## src/rtl/jstk_poll_ctrl.sv

```systemverilog
`default_nettype none
// ============================================================================
// Module   : jstk_poll_ctrl
// Brief    : Periodic poll sequencer for a joystick SPI block. It launches a
//            request, tracks SS, captures X/Y/buttons and aborts on timeout.
// Revision : 1.0 - initial release
// ============================================================================
module jstk_poll_ctrl #(
    parameter int POLL_DIV = 1000000,
    parameter int TMO      = 500000
) (
    input  logic        CLK,
    input  logic        RST,
    input  logic        ENABLE,
    input  logic [1:0]  LED_CMD,
    input  logic        SS,
    input  logic [39:0] DOUT,
    output logic        sndRec,
    output logic [7:0]  DIN,
    output logic [9:0]  X,
    output logic [9:0]  Y,
    output logic [2:0]  BTN,
    output logic        VALID,
    output logic        BUSY,
    output logic        TMO_ERR
);

    localparam int c_pw = (POLL_DIV > 1) ? $clog2(POLL_DIV) : 1;
    localparam int c_tw = (TMO > 1) ? $clog2(TMO) : 1;
    localparam logic [c_pw-1:0] c_poll_last = c_pw'(POLL_DIV - 1);
    localparam logic [c_tw-1:0] c_tmo_last  = c_tw'(TMO - 1);

    typedef enum logic [1:0] {
        S_IDLE = 2'd0,
        S_REQ  = 2'd1,
        S_XFER = 2'd2,
        S_CAPT = 2'd3
    } state_t;

    state_t            r_state;
    state_t            w_next;
    logic              r_ss_meta;
    logic              r_ss_s;
    logic [c_pw-1:0]   r_poll_cnt;
    logic [c_tw-1:0]   r_tmr;
    logic              w_tick;
    logic              w_tmr_done;
    logic              w_timeout;
    logic              w_dout_unused;

    // Only the position and button bits of the receive word are consumed.
    assign w_dout_unused = ^{DOUT[31:26], DOUT[15:10], DOUT[7:3]};

    always_ff @(posedge CLK or negedge RST) begin
        if (!RST) begin
            r_ss_meta <= 1'b1;
            r_ss_s    <= 1'b1;
        end else begin
            r_ss_meta <= SS;
            r_ss_s    <= r_ss_meta;
        end
    end

    always_ff @(posedge CLK or negedge RST) begin
        if (!RST) begin
            r_poll_cnt <= '0;
        end else if (!ENABLE || (r_poll_cnt == c_poll_last)) begin
            r_poll_cnt <= '0;
        end else begin
            r_poll_cnt <= r_poll_cnt + 1'b1;
        end
    end

    assign w_tick     = ENABLE && (r_poll_cnt == c_poll_last);
    assign w_tmr_done = (r_tmr == c_tmo_last);

    always_comb begin
        w_next    = r_state;
        w_timeout = 1'b0;
        case (r_state)
            S_IDLE: begin
                if (w_tick) begin
                    w_next = S_REQ;
                end
            end
            S_REQ: begin
                if (!r_ss_s) begin
                    w_next = S_XFER;
                end else if (w_tmr_done) begin
                    w_next    = S_IDLE;
                    w_timeout = 1'b1;
                end
            end
            S_XFER: begin
                if (r_ss_s) begin
                    w_next = S_CAPT;
                end else if (w_tmr_done) begin
                    w_next    = S_IDLE;
                    w_timeout = 1'b1;
                end
            end
            S_CAPT: begin
                w_next = S_IDLE;
            end
            default: begin
                w_next = S_IDLE;
            end
        endcase
    end

    always_ff @(posedge CLK or negedge RST) begin
        if (!RST) begin
            r_state <= S_IDLE;
        end else begin
            r_state <= w_next;
        end
    end

    // Phase timer restarts on any state change and parks at its last count.
    always_ff @(posedge CLK or negedge RST) begin
        if (!RST) begin
            r_tmr <= '0;
        end else if (w_next != r_state) begin
            r_tmr <= '0;
        end else if (!w_tmr_done) begin
            r_tmr <= r_tmr + 1'b1;
        end
    end

    always_ff @(posedge CLK or negedge RST) begin
        if (!RST) begin
            sndRec  <= 1'b0;
            DIN     <= 8'h80;
            X       <= '0;
            Y       <= '0;
            BTN     <= '0;
            VALID   <= 1'b0;
            TMO_ERR <= 1'b0;
        end else begin
            sndRec  <= (w_next == S_REQ);
            VALID   <= (r_state == S_CAPT);
            TMO_ERR <= w_timeout;
            if ((r_state == S_IDLE) && (w_next == S_REQ)) begin
                DIN <= {1'b1, 5'b00000, LED_CMD};
            end
            if (r_state == S_CAPT) begin
                X   <= {DOUT[25:24], DOUT[39:32]};
                Y   <= {DOUT[9:8], DOUT[23:16]};
                BTN <= DOUT[2:0];
            end
        end
    end

    assign BUSY = (r_state != S_IDLE);

endmodule
`default_nettype wire

```

## config.mk

```make
export PLATFORM = sky130hd
export DESIGN_NAME = jstk_poll_ctrl
export DESIGN_NICKNAME = d
export VERILOG_FILES = /design/src/rtl/jstk_poll_ctrl.sv
export SDC_FILE = /design/constraint.sdc
export NUM_CORES = 1
export LEC_CHECK = 0
export ABC_AREA = 1
export CAP_MARGIN = 20
export CORE_UTILIZATION = 25
export DETAILED_ROUTE_END_ITERATION = 12
export PLACE_DENSITY = 0.53
export SLEW_MARGIN = 20
export SYNTH_ARGS = -nofsm -noshare
export SYNTH_HDL_FRONTEND = slang
export SYNTH_SLANG_ARGS = --single-unit
export TNS_END_PERCENT = 30
```

## constraint.sdc

```tcl
create_clock -name CLK -period 4.9 [get_ports CLK]
set_input_delay 0.98 -clock CLK [delete_from_list [all_inputs] [get_ports CLK]]
set_output_delay 0.98 -clock CLK [all_outputs]
set_load 0.02 [all_outputs]
```

==> reports/results.ini, run 1 <==
[global_routing]
globalRoute.busiestLayer = met2
grt_first_pass_wirelength_microns = 12500
grt_use_met1_pct = 13.2
use_met3_pct = 4.60
globalRouteOverflowTotal = 0
grt_start_max_net_pins = 72
first_global_vias = 2650
antenna_found_initial = 0
grtUsageMet2_pct = 16.6
global_route.usage.total_pct = 10.7

[routing]
firstDrtPassIters = 4
antenna_violating_nets_post_route = 0
detail_route.iter0.violations = 104
via_count = 2680
wl_final_microns = 7280
drt_drc_violations_left = 0
detail_route.wl_per_cell_microns = 11.7
drt-vias-per-instance = 4.29

[status]
run_status = completed

[sta]
fin_worst_skew_ns = 0.00503
slew_at_the_pin_closest_to_its_max_slew_limit_ns = 0.904
fin_hold_ws_ns = 0.360
setup_viol = 0
finalSetupTns_ns = 0
report.final.hold_viol_count = 0
report.final.slew_viol_count = 0
timing.final.ws_setup_ns = 2.06
finalWorstPathRequiredPeriod_ns = 2.84
max_freq_mhz = 352
grt_setup_unrepaired = no
slew-limit-headroom_pct = 39.8
final.period_utilization_pct = 58.0

[critical_path]
rrSetupSlack_ns = 2.81
cp.arrival_ns = 1.86
timing.critical_path.fanout_max = 7
regToRegStartpoint = r_state[1]$_DFF_PN0_
reg2reg_to = r_tmr[6]$_DFFE_PN0P_
worstSetupPathType = register to primary output
cp.required_ns = 3.92
endpoint_kind = primary output
worst-r2r-cell-count = 11
start_kind = register

[clock_tree]
h-tree-depth = 3
clockRootBuffer = sky130_fd_sc_hd__clkbuf_16
holdBufCountCts = 0
tritoncts = built
cts_setup_buffers = 0
cts_made_buffers = 9
cts_repair_resize_count = 0
cts.sinks = 71
clock_transition_at_path_regs_ns = 0.06
cts-root-to-sink-buffers = 2
insertion_delay_ns = 0.33

[final_layout]
commonest_non_fill_non_tap_cell_in_the_layout = sky130_fd_sc_hd__dfrtp_1
most_frequent_cells_in_the_layout = sky130_fd_sc_hd__dfrtp_1 (69), sky130_fd_sc_hd__clkdlybuf4s50_1 (56), sky130_fd_sc_hd__nand2_1 (53)
layout-area-overhead-vs-synth_pct = 30.0
layout.nets = 491
final-instance-count-excl-fill = 624
n_antenna_cell = 0
post-route-cell-area_sq_mm = 0.00471
post_route_cells_drive_above_1_share_pct = 20.3
final_util_pct = 33.7

[synth]
synth_area_leader_cell = sky130_fd_sc_hd__dfrtp_1
count_of_state_elements_after_synthesis = 71
synth.area.top_cells = sky130_fd_sc_hd__dfrtp_1 (48%), sky130_fd_sc_hd__mux2_2 (7.5%), sky130_fd_sc_hd__nand2_1 (5.5%)
yosysSeqAreaShare_pct = 49.1
netlist.area_leader.share_pct = 47.7
synth_enable_flop_cells = 0
ys_types = 34
async_flop_share_pct = 100
synth_top_flop_cell = sky130_fd_sc_hd__dfrtp_1
synth_warnings = 0
syn_inst = 376
postSynthAreaPerCell_sq_um = 9.64
syn-cell-area_sq_mm = 0.00362

[die]
die_x_microns = 122
std_cell_rows = 43
die_height_microns = 122
num_io_pins = 81
fp.dieArea_sq_mm = 0.0150
core_region_area_sq_mm = 0.0140
initial_cell_density_of_the_core_pct = 25.9

[pwr]
ir_worst_vdd_uv = 186
power.density_mw_per_mm2 = 295
finalPower_mw = 1.39
power.leakage_nw = 2.00

[place]
gp_congestion = 0.849
placement.io_buffers = 57
numPlacedInstances = 608
detailed_place_hpwl_microns = 5200
post-place-ws_ns = 2.27
standard_cell_area_after_detailed_placement_sq_mm = 0.00436

[hold_path]
worstHoldPathCells = 0
worstHoldPathType = register to register
holdCritStartpoint = r_ss_meta$_DFF_PN1_
hold_path_end = r_ss_s$_DFF_PN1_

[flow_run]
maxCapViolations = 0

[synthesized netlist by cell type, types with 5 or more instances]
library cell / instances
sky130_fd_sc_hd__nand4_1: 13
sky130_fd_sc_hd__nor2_4: 12
sky130_fd_sc_hd__buf_4: 6
sky130_fd_sc_hd__nand3_1: 12
sky130_fd_sc_hd__nand2_1: 53
sky130_fd_sc_hd__inv_1: 37
sky130_fd_sc_hd__nor2_1: 40
sky130_fd_sc_hd__mux2_2: 24
sky130_fd_sc_hd__dfrtp_1: 69
sky130_fd_sc_hd__nor3_1: 10
sky130_fd_sc_hd__nand2_2: 8
sky130_fd_sc_hd__xor2_1: 9
sky130_fd_sc_hd__nand3_2: 5
sky130_fd_sc_hd__inv_2: 7
sky130_fd_sc_hd__a21oi_1: 13
sky130_fd_sc_hd__ha_1: 6
sky130_fd_sc_hd__nor2_2: 8
sky130_fd_sc_hd__xnor2_1: 5
sky130_fd_sc_hd__o21ai_0: 16
[flip-flops by register name, summed over array words and instances (netlist names), 2 cells and up]
register	cells
BTN	3
DIN	2
X	10
Y	10
r_poll_cnt	20
r_state	2
r_tmr	19
[cell families after synthesis]
| family | count (synthesis) | synth area share (%) |
|---|---|---|
| simple gates | 173 | 26.4 |
| flops | 71 | 49.1 |
| buf+inv | 53 | 6.56 |
| compound gates | 33 | 4.80 |
| mux | 24 | 7.46 |
| xor+xnor | 14 | 3.38 |
| fa+ha+maj | 6 | 2.07 |
| other cells | 2 | 0.207 |
[critical path, cell delays in order (launching register included)]
cell	delay, ns
sky130_fd_sc_hd__dfrtp_1	0.47
sky130_fd_sc_hd__inv_1	0.12
sky130_fd_sc_hd__ha_1	0.27
sky130_fd_sc_hd__inv_1	0.08
sky130_fd_sc_hd__clkdlybuf4s50_1	0.60
[layer usage]
layer / up-vias / wire, microns
met5: - / 0
met4: 0 / 58
met3: 5 / 530
met2: 63 / 3410
met1: 1275 / 3280
li1: 1337 / -
[layout make-up]
type                       instances  area, sq um
fill                            1464         9280
inverter                          44          165
sequential                        71         1780
clock inverter                     5          105
multi-input combinational        256         1620
tap                              180          225
timing repair buffer              57          568
clock buffer                      11          243
[power by group]
group	internal [mW]	switching, mW	leakage (nW)
registers	0.590	0.00226	0.973
clock network	0.511	0.243	0.162
logic	0.0217	0.0234	0.860
total	1.12	0.269	2.00
[worst max path at each step]
| stage | slack, ns | to | startpoint |
|---|---|---|---|
| 2_1_floorplan | 3.03 | BUSY | r_state[1]$_DFF_PN0_ |
| 3_3_place_gp | 2.31 | r_tmr[6]$_DFFE_PN0P_ | ENABLE |
| 3_5_place_dp | 2.27 | r_tmr[5]$_DFFE_PN0P_ | ENABLE |
| 4_1_cts | 2.03 | BUSY | r_state[1]$_DFF_PN0_ |
| 5_1_grt | 1.94 | BUSY | r_state[1]$_DFF_PN0_ |
| 6_report | 2.06 | BUSY | r_state[1]$_DFF_PN0_ |
No activity file was read; power rests on OpenSTA's default activity.
==> inputs of run 2 (changes only) <==
clock period = 2.7 ns   (was 4.9 ns; I/O delays follow)
==> reports/results.ini, run 2 (same netlist as run 1, synthesis figures left out) <==
[status]
run_status = completed  ; unchanged

[critical_path]
timing.critical_path.fanout_max = 7  ; unchanged
regToRegStartpoint = r_state[1]$_DFF_PN0_  ; unchanged
crit_path_cell_chain = inv_1, ha_1, inv_1, clkdlybuf4s50_1  ; unchanged
critical-path-slowest-cell = sky130_fd_sc_hd__clkdlybuf4s50_1  ; unchanged
cp.arrival_ns = 1.86  ; about the same
reg2reg_to = r_tmr[2]$_DFFE_PN0P_  ; was r_tmr[6]$_DFFE_PN0P_
cp.required_ns = 2.16  ; was 3.92 ns
cpMostUsedCell = sky130_fd_sc_hd__inv_1  ; unchanged
critPathMaxStageDelay_ns = 0.60  ; about the same
worstSetupPathType = register to primary output  ; unchanged
endpoint_kind = primary output  ; unchanged
cp_num_buf_inv = 3  ; unchanged
cell_family_contributing_the_most_delay_on_the_critical_path = buffers and inverters  ; unchanged
start_kind = register  ; unchanged
worst-r2r-cell-count = 11  ; unchanged
rrSetupSlack_ns = 0.62  ; was 2.81 ns

[die]
die_height_microns = 122  ; unchanged
fp.dieArea_sq_mm = 0.0150  ; unchanged
initial_cell_density_of_the_core_pct = 25.9  ; unchanged
std_cell_rows = 43  ; unchanged
core_region_area_sq_mm = 0.0140  ; unchanged
die_x_microns = 122  ; unchanged
num_io_pins = 81  ; unchanged

[pwr]
power.leakage_nw = 2.01  ; was 2.00 nW
ir_worst_vdd_uv = 299  ; was 186 uV
power.density_mw_per_mm2 = 522  ; was 295 mW/mm^2

[place]
gp_congestion = 0.847  ; was 0.849
detailed_place_hpwl_microns = 5240  ; was 5200 microns
post-place-ws_ns = 0.505  ; was 2.27 ns
placement.io_buffers = 57  ; unchanged

[sta]
fin_worst_skew_ns = 0.00474  ; was 0.00503 ns
slew_at_the_pin_closest_to_its_max_slew_limit_ns = 0.894  ; was 0.904 ns
fin_hold_ws_ns = 0.323  ; was 0.360 ns
report.final.slew_viol_count = 0  ; unchanged
report.final.hold_viol_count = 0  ; unchanged
max_freq_mhz = 417
finalWorstPathRequiredPeriod_ns = 2.40
slew-limit-headroom_pct = 40.4  ; was 39.8%
setup_viol = 0  ; unchanged
final.period_utilization_pct = 88.8
finalSetupTns_ns = 0  ; unchanged
timing.final.ws_setup_ns = 0.303  ; was 2.06 ns
grt_setup_unrepaired = no  ; unchanged

[clock_tree]
insertion_delay_ns = 0.33  ; about the same
clock_transition_at_path_regs_ns = 0.06  ; about the same
holdBufCountCts = 0  ; unchanged
cts.sinks = 71  ; unchanged
cts_setup_buffers = 0  ; unchanged
cts-root-to-sink-buffers = 2  ; unchanged
cts_repair_resize_count = 0  ; unchanged
cts_made_buffers = 9  ; unchanged
h-tree-depth = 3  ; unchanged
tritoncts = built  ; unchanged
clockRootBuffer = sky130_fd_sc_hd__clkbuf_16  ; unchanged

[final_layout]
final-seq-area_sq_mm = 0.00178  ; unchanged
most_frequent_cells_in_the_layout = sky130_fd_sc_hd__dfrtp_1 (69), sky130_fd_sc_hd__clkdlybuf4s50_1 (56), sky130_fd_sc_hd__nand2_1 (53)  ; unchanged
multi_input_area_sq_mm = 0.00162  ; about the same
largest_register = r_poll_cnt  ; unchanged
fillerInstances = 1447  ; was 1464
final_util_pct = 33.6  ; was 33.7%
n_antenna_cell = 0  ; unchanged
layout.nets = 493  ; was 491
largest_register_ffs = 20  ; unchanged
post_route_cells_drive_above_1_share_pct = 20.6  ; was 20.3%
biggestRegsByFlops = r_poll_cnt (20), r_tmr (19)  ; unchanged
commonest_non_fill_non_tap_cell_in_the_layout = sky130_fd_sc_hd__dfrtp_1  ; unchanged
layout-area-overhead-vs-synth_pct = 29.8  ; was 30.0%

[flow_run]
maxCapViolations = 0  ; unchanged

[global_routing]
use_met3_pct = 4.97  ; was 4.60%
grt_start_max_net_pins = 72  ; unchanged
global_route.usage.total_pct = 10.9  ; was 10.7%
antenna_found_initial = 0  ; unchanged
grt_first_pass_wirelength_microns = 12700  ; was 12500 microns
first_global_vias = 2654  ; was 2650
globalRouteOverflowTotal = 0  ; unchanged
grtUsageMet2_pct = 17.1  ; was 16.6%
grt_use_met1_pct = 13.0  ; was 13.2%
globalRoute.busiestLayer = met2  ; unchanged

[routing]
detail_route.wl_per_cell_microns = 11.6  ; was 11.7 microns
wl_final_microns = 7260  ; was 7280 microns
detail_route.iter0.violations = 118  ; was 104
firstDrtPassIters = 4  ; unchanged
drt-vias-per-instance = 4.30  ; was 4.29
via_count = 2689  ; was 2680
drt_drc_violations_left = 0  ; unchanged
antenna_violating_nets_post_route = 0  ; unchanged

[hold_path]
worstHoldPathType = input pin to async pin  ; was register to register

[run 2: cell types whose count changed in the layout (fill, tap and decap cells not counted)]
cell                         change
sky130_fd_sc_hd__clkbuf_1        -1
sky130_fd_sc_hd__clkbuf_8        -1
sky130_fd_sc_hd__bufinv_16       -1
sky130_fd_sc_hd__clkinvlp_4      -2
sky130_fd_sc_hd__clkinv_4        +3
sky130_fd_sc_hd__inv_6           +2
sky130_fd_sc_hd__buf_4           +2
sky130_fd_sc_hd__ha_2            -1
sky130_fd_sc_hd__ha_1            +1
[run 2: area by class of cell]
class | instances | area share (%)
sequential | 71 | 37.8
multi-input combinational | 256 | 34.5
timing repair buffer | 59 | 12.4
clock buffer | 9 | 4.79
tap | 180 | 4.79
inverter | 44 | 3.51
clock inverter | 7 | 2.21
[run 2: worst max path at each step]
stage	from	endpoint	slack [ns]	cells past startpoint
after CTS	r_state[1]$_DFF_PN0_	BUSY	0.27	4
after floorplan	r_poll_cnt[0]$_DFF_PN0_	r_tmr[15]$_DFFE_PN0P_	0.97	13
final	r_state[1]$_DFF_PN0_	BUSY	0.30	4
after global routing	r_state[1]$_DFF_PN0_	BUSY	0.20	4
after detailed placement	ENABLE	r_tmr[3]$_DFFE_PN0P_	0.51	8
after global placement	ENABLE	r_tmr[6]$_DFFE_PN0P_	0.54	8
[run 2: through the flow]
step,cells,total power [mW],area (sq um)
2_1_floorplan,380,1.12,3640
3_3_place_gp,610,1.18,4370
3_5_place_dp,610,1.18,4370
4_1_cts,626,2.51,4700
5_1_grt,626,2.56,4700
6_report,626,2.45,4700
[run 2: power by group]
part,internal (mW),leakage [nW],switching (mW),total (mW)
clock,0.820,0.161,0.476,1.30
combinational,0.0405,0.874,0.0427,0.0832
sequential,1.07,0.973,0.00419,1.07
total,1.93,2.01,0.523,2.45
[run 2: layer usage]
metal | routed length (microns) | vias to the layer above
li1 | - | 1346
met1 | 3190 | 1271
met2 | 3430 | 64
met3 | 550 | 8
met4 | 93 | 0
met5 | 0 | -
